## config.mk

```make
export PLATFORM = sky130hd
export DESIGN_NAME = mul_share_ctrl
export DESIGN_NICKNAME = d
export VERILOG_FILES = /design/src/rtl/mul_share_ctrl.sv
export SDC_FILE = /design/constraint.sdc
export NUM_CORES = 1
export LEC_CHECK = 0
export BUFFER_PORTS_ARGS = -buffer_cell sky130_fd_sc_hd__buf_2
export CAP_MARGIN = 20
export CELL_PAD_IN_SITES_DETAIL_PLACEMENT = 1
export CELL_PAD_IN_SITES_GLOBAL_PLACEMENT = 1
export CORE_MARGIN = 1.5
export CORE_UTILIZATION = 49
export CTS_BUF_LIST = sky130_fd_sc_hd__clkbuf_2
export DETAILED_ROUTE_END_ITERATION = 16
export GPL_TIMING_DRIVEN = 0
export MAX_ROUTING_LAYER = met4
export PLACE_DENSITY_LB_ADDON = 0.1
export SYNTH_ARGS = -nofsm -noshare
export SYNTH_HDL_FRONTEND = slang
export SYNTH_SLANG_ARGS = --single-unit
```

## constraint.sdc

```tcl
create_clock -name clk -period 7.4 [get_ports clk]
set_clock_uncertainty 0.15 [all_clocks]
set_input_delay 1.11 -clock clk [delete_from_list [all_inputs] [get_ports clk]]
set_output_delay 1.11 -clock clk [all_outputs]
set_load 0.01 [all_outputs]
```

## src/rtl/mul_share_ctrl.sv

```systemverilog
// Shift-and-add multiplier shared by two requesters through a round-robin arbiter.
// Optional EARLY_TERM_EN build ends the multiply once the remaining multiplier bits are all zero.
module mul_share_ctrl #(
    parameter int N = 8
) (
    input  logic           clk,
    input  logic           rst,
    input  logic           req0_valid,
    output logic           req0_ready,
    input  logic [N-1:0]   req0_a,
    input  logic [N-1:0]   req0_b,
    input  logic           req1_valid,
    output logic           req1_ready,
    input  logic [N-1:0]   req1_a,
    input  logic [N-1:0]   req1_b,
    output logic           res_valid,
    input  logic           res_ready,
    output logic [2*N-1:0] res_p,
    output logic           res_id,
    output logic           busy
);

    localparam int CW = (N > 1) ? $clog2(N) : 1;

    typedef enum logic [1:0] {IDLE, RUN, DONE} state_t;

    state_t           state_q, state_d;
    logic             rr_q, rr_d;
    logic [2*N-1:0]   mcand_q, mcand_d;
    logic [N-1:0]     mplier_q, mplier_d;
    logic [2*N-1:0]   acc_q, acc_d;
    logic [CW-1:0]    cnt_q, cnt_d;
    logic [2*N-1:0]   res_p_q, res_p_d;
    logic             res_id_q, res_id_d;

    logic             grant;
    logic             accept;
    logic [N-1:0]     sel_a, sel_b;
    logic [2*N-1:0]   sum;
    logic             last;

    // rr_q == 0 prefers requester 0 when both are valid.
    always_comb begin
        if (req0_valid && req1_valid) grant = rr_q;
        else                          grant = req1_valid;
        accept = (state_q == IDLE) && !rst && (req0_valid || req1_valid);
        sel_a  = grant ? req1_a : req0_a;
        sel_b  = grant ? req1_b : req0_b;
    end

    // NOTE: sequential state uses <= so every register samples pre-edge values.
    always_ff @(posedge clk) begin
        if (rst) begin
            state_q  <= IDLE;
            rr_q     <= 1'b0;
            res_p_q  <= '0;
            res_id_q <= 1'b0;
        end else begin
            state_q  <= state_d;
            rr_q     <= rr_d;
            res_p_q  <= res_p_d;
            res_id_q <= res_id_d;
        end
    end

    // NOTE: working registers are loaded at accept before use, so they carry no reset.
    always_ff @(posedge clk) begin
        mcand_q  <= mcand_d;
        mplier_q <= mplier_d;
        acc_q    <= acc_d;
        cnt_q    <= cnt_d;
    end

    // NOTE: every target gets a default first so no path infers a latch.
    always_comb begin
        state_d  = state_q;
        rr_d     = rr_q;
        mcand_d  = mcand_q;
        mplier_d = mplier_q;
        acc_d    = acc_q;
        cnt_d    = cnt_q;
        res_p_d  = res_p_q;
        res_id_d = res_id_q;
        sum      = acc_q + (mplier_q[0] ? mcand_q : '0);
        last     = (cnt_q == CW'(N - 1));
`ifdef EARLY_TERM_EN
        last     = last || ((mplier_q >> 1) == '0);
`endif
        case (state_q)
            IDLE: begin
                if (accept) begin
                    mcand_d  = {{N{1'b0}}, sel_a};
                    mplier_d = sel_b;
                    acc_d    = '0;
                    cnt_d    = '0;
                    res_id_d = grant;
                    rr_d     = ~grant;
                    state_d  = RUN;
`ifdef EARLY_TERM_EN
                    if (sel_b == '0) begin
                        res_p_d = '0;
                        state_d = DONE;
                    end
`endif
                end
            end
            RUN: begin
                acc_d    = sum;
                mcand_d  = mcand_q << 1;
                mplier_d = mplier_q >> 1;
                cnt_d    = cnt_q + 1'b1;
                if (last) begin
                    res_p_d = sum;
                    state_d = DONE;
                end
            end
            DONE: begin
                if (res_ready) state_d = IDLE;
            end
            default: state_d = IDLE;
        endcase
    end

    always_comb begin
        busy       = (state_q != IDLE);
        res_valid  = (state_q == DONE);
        req0_ready = accept && !grant;
        req1_ready = accept && grant;
        res_p      = res_p_q;
        res_id     = res_id_q;
    end

endmodule
```

=== After elaboration in Yosys (flattened, before gate mapping) ===
Index checks and enable logic that the tools add are counted.

* Bits in registers: 63
* Input port bits: 37
* Output and inout port bits: 21
* Word-level logic and storage cells: 48

* Add/sub/neg operators: 2
* Equality and inequality tests: 6
* Muxes and demuxes: 16
* Bitwise gates (word level): 1
* Reductions and logical operators: 15

{| class="wikitable"
|+ Operator list
! operator !! number
|-
| case mux 16 bit (2 select lines) || 2
|-
| two-way mux 16 bit || 3
|-
| two-way mux 8 bit || 3
|-
| adder 16 bit || 1
|-
| case mux 8 bit (2 select lines) || 1
|-
| two-way mux 2 bit || 3
|-
| case mux 2 bit (3 select lines) || 1
|-
| case mux 3 bit (2 select lines) || 1
|-
| AND reduction 2 bit || 3
|-
| logical AND 1 bit || 5
|-
| inequality test 2 bit (second input constant) || 2
|-
| nonzero test 2 bit || 2
|-
| adder 3 x 1 -> 3 bit (second input constant) || 1
|-
| == test 3 bit (second input constant) || 1
|-
| two-way mux 3 bit || 1
|-
| AND reduction 3 bit || 1
|-
| == test 2 x 1 -> 1 bit (second input constant) || 1
|-
| == test 2 bit (second input constant) || 1
|-
| zero test 1 bit || 2
|-
| zero test 2 bit || 1
|-
| inequality test 2 x 1 -> 1 bit (second input constant) || 1
|-
| logical OR 1 bit || 1
|-
| two-way mux 1 bit || 1
|-
| NOT 1 bit || 1
|}

=== Longest topological paths before layout ===
* Depth in word-level cells: 5
* Depth in mapped cells: 10
* Mapped depth without buffers: 9

=== Worst setup path before layout ===
Ideal clock, no wire load.

* Path kind: input to register
* Start point: input req1_valid
* End point: register acc_q[0] (enable)
* Library setup time: 0.444 ns
* Data arrival time: 3.328 ns
* Data required time: 6.806 ns
* Path slack: 3.479 ns
* Cell stages on the path: 5
* Buffers on the path: 1
* Cells stage by stage: clkbuf_1 nor2_1 nor2_1 nor2_1 nor2_1

* Cells in the longest elaborated chain, start to end: 4

{| class="wikitable"
|+ Ends and longest elaborated chain
! what !! line !! source
|-
| start: declaration || 12 || <nowiki>input logic req1_valid,</nowiki>
|-
| logical OR 1 bit || 46 || <nowiki>accept = (state_q == IDLE) && !rst && (req0_valid || req1_valid);</nowiki>
|-
| logical AND 1 bit || 46 ||
|-
| inequality test 2 bit (no line) || n/a ||
|-
| AND reduction 2 bit (no line) || n/a ||
|-
| end signal: assignment || 70 || <nowiki>acc_q <= acc_d;</nowiki>
|-
| end: declaration || 31 || <nowiki>logic [2*N-1:0] acc_q, acc_d;</nowiki>
|}

No other way between the ends.
A chain may end at the register's enable or synchronous reset.

=== Final worst setup path ===
* Start point: input req0_valid
* End point: output req0_ready

* Cells in the longest elaborated chain, start to end: 4
* Elaborated cells on any way between the ends: 6
* Those cells by class: mux (1); reduce/logical (5)

{| class="wikitable"
|+ Ends and longest elaborated chain
! what !! line !! source
|-
| start: declaration || 8 || <nowiki>input logic req0_valid,</nowiki>
|-
| logical AND 1 bit || 44 || <nowiki>if (req0_valid && req1_valid) grant = rr_q;</nowiki>
|-
| two-way mux 1 bit || 44 ||
|-
| zero test 1 bit || 127 || <nowiki>req0_ready = accept && !grant;</nowiki>
|-
| logical AND 1 bit (*) || 127 ||
|-
| end: declaration || 9 || <nowiki>output logic req0_ready,</nowiki>
|}

Mark *: on every way between the ends. The rest lies on a longest branch, timed or not.

==> results by group <==
Detailed routing
  • DRC viols: 0
  • Routed WL per cell: 17.3 µm
  • Initial DRC Count: 136
  • Vias per cell: 5.49
  • Routed WL: 8820 µm
  • Post-route ant nets: 0
  • Vias: 2798
  • Initial DRT Pass Iterations: 4

Worst hold path
  • Type of the worst min-delay path: flop to flop

Layout
  • Diode count: 0
  • Share of post-route cells with drive strength above 1: 21.7%
  • Layout Nets: 464
  • Area growth syn-to-layout: 16.8%
  • Number of fill cells: 812

Setup path
  • Crit. End Element: output port
  • Critical R2R Launch: mplier_q[0]
  • CP endpoint: req0_ready
  • WP depth: 6
  • Critical path's slowest cell: nand2_1
  • Worst path max stage delay: 380 ps
  • Crit path kind: primary input to output port
  • Cell family with most CP delay: simple AND/OR/NAND/NOR gates
  • Critical Path Source Type: primary input
  • Cell mode on critical path: buf_2
  • R2r setup slk: 4030 ps
  • WP data required: 6140 ps
  • Crit path from: req0_valid
  • Worst R2R End: acc_q[14]
  • WP buf/inv: 3
  • Path depth of the worst reg2reg path: 10
  • Critical Path Fanout Max: 10
  • Critical path cell sequence: buf_2 -> nand2b_1 -> nand2_1 -> buf_2 -> nor4b_1 -> buf_2
  • Crit path DAT: 2500 ps

Global routing
  • Largest net degree at the start of global routing: 34
  • Total gr overflow: 0
  • First-pass GRT wire length: 14300 µm
  • Tot GR Track Use: 25.7%
  • Vias in the first global route: 2952
  • Initial antenna violation count: 0

Floorplan
  • Die footprint: 0.00762 mm²
  • Core Rows: 30
  • Die Y: 87.3 µm
  • I/O pins: 58
  • Chip width: 87.3 µm
  • Total core area: 0.00683 mm²
  • Starting Density: 51.0%

STA
  • Hold WS: 317 ps
  • Fin crit period: 3760 ps
  • Slew headroom: 60.9%
  • Slew @ Worst Pin: 581 ps
  • Final WS setup: 3640 ps
  • Period utilization: 50.8%
  • Final Hold Vio Count: 0
  • Fmax: 0.266 GHz
  • Post-Route Setup TNS: 0 ps
  • RSZ-0062 raised after global routing: false
  • # setup viols final: 0
  • Max-slew violations: 0

Place
  • Port Buffers: 56
  • GP Congestion: 0.870
  • Post-DP HPWL: 6690 µm
  • Dpl ws: 3620 ps

CTS
  • Reg clk slew, reported paths: 180 ps
  • Clk_lat worst skew: 490 ps
  • Hold-fix buffer count after cts: 0
  • CTS HTree Levels: 3
  • Clk buf depth: 2
  • CTS tree: yes
  • Clk sink count: 63
  • Root buffer cell: clkbuf_2
  • Setup Buffers After CTS: 0
  • TritonCTS buffer count: 9
  • Post_cts resized: 0

Logic synthesis
  • Yosys reg bits: 63
  • Mapped Cells: 341
  • Synth unique cells: 58
  • Area contributors post-synth: edfxtp_1, dfxtp_1, ha_1
  • Yosys top cell area share: 37.1%
  • Post-synthesis sequential area ratio: 48.6%
  • Yosys warnings: 0
  • Post-synth ARST share: 0%
  • Average size of a mapped cell: 10.2 µm²
  • Post-synth top area cell: edfxtp_1
  • Synth Net Count: 396
  • Mapped Area: 0.00348 mm²
  • Main synth FF type: edfxtp_1
  • Number of synthesized flops with an enable pin: 43

Job
  • Max cap viols: 0

Pwr
  • Lkg Pwr: 1.80 nW
  • Pwr dens: 245 mW/mm²
  • VDD IR max: 0.110 mV

Run status
  • Status: completed
-- per-stage QoR --
stage	util [%]	total power [W]	cells	cell area, µm²
final	59.5	0.000998	510	4070
after global routing	59.5	0.00105	510	4070
after CTS	59.5	0.00101	510	4070
after detailed placement	57.3	0.000728	494	3910
after global placement	56.8	0.000710	493	3880
after floorplan	-	0.000644	341	3480
-- cell type report --
type / instances / area [µm²] / area share, %
Sequential cell: 63 / 1690 / 41.6
Multi-Input combinational cell: 253 / 1670 / 41.0
Buffer: 18 / 105 / 2.58
Timing Repair Buffer: 57 / 300 / 7.38
Clock buffer: 9 / 45.0 / 1.11
Inverter: 7 / 26.3 / 0.646
Tap cell: 96 / 120 / 2.95
Clock inverter: 7 / 111 / 2.74
-- report_power, final --
group          leakage, nW  switching [W]  total (W)  internal [W]
combinational         1.10       0.000163   0.000271      0.000108
sequential           0.611      0.0000202   0.000452      0.000432
clock               0.0893       0.000131   0.000275      0.000143
total                 1.80       0.000315   0.000998      0.000683
-- synth_stat cells, types with 3 or more instances --
master and n:
clkbuf_1 9, nand2b_1 3, nor2b_1 3, nor2_1 30
edfxtp_1 43, mux2i_1 14, a21oi_1 22, ha_1 17
o21ai_0 21, inv_1 7, nor3_1 5, xnor2_1 9
a21o_1 5, nor3b_1 3, nand2_1 37, dfxtp_1 20
and2_1 31, nand3_1 5, xor2_1 4, buf_6 4
-- tightest hold or removal path: stages, from the launching register on --
cell,delay (ps)
dfxtp_1,350
nand2_1,50
a21oi_1,50
-- how the worst min path moves through the flow --
stage,start,endpoint,slack [ps],cells after the start
global route,res_p[5],res_p[5],360,2
finish,res_p[5],res_p[5],320,2
CTS,res_p[5],res_p[5],320,2
floorplan,rr_q,rr_q,320,2
global placement,res_p[5],res_p[5],290,2
detailed placement,res_p[5],res_p[5],300,2
-- state kept, by name (all words and copies together) (netlist names) --
| register | cells |
|---|---|
| rr_q | 1 |
| mcand_q | 16 |
| cnt_q | 3 |
| res_id | 1 |
| mplier_q | 8 |
| acc_q | 16 |
| res_p | 16 |
| state_q | 2 |
-- logic make-up after synthesis --
logic type,synth area share [%]
compound gates,14.2
xor+xnor,3.27
fa+ha+maj,6.68
buf+inv,3.77
flops,48.6
mux,4.02
simple gates,19.5
-- cells in the final DEF, fill, tap and decap left out, types with 9 or more instances in the layout --
master     n
edfxtp_1  43
and2_1    31
mux2i_1   14
a21oi_1   22
buf_2     58
ha_1      17
nand2_1   37
o21ai_0   21
xnor2_1    9
dfxtp_1   20
nor2_1    29
clkbuf_2  10
clkbuf_1   9
-- per-layer routing --
metal | vias to the layer above | wire (µm) | track usage, %
met3 | 15 | 343 | 3.89
met1 | 1353 | 3890 | 31.0
met4 | 0 | 165 | 10.2
met2 | 66 | 4430 | 43.0
li1 | 1364 | - | -
met5 | - | 0 | -
Power figures use the tool's default switching activity.
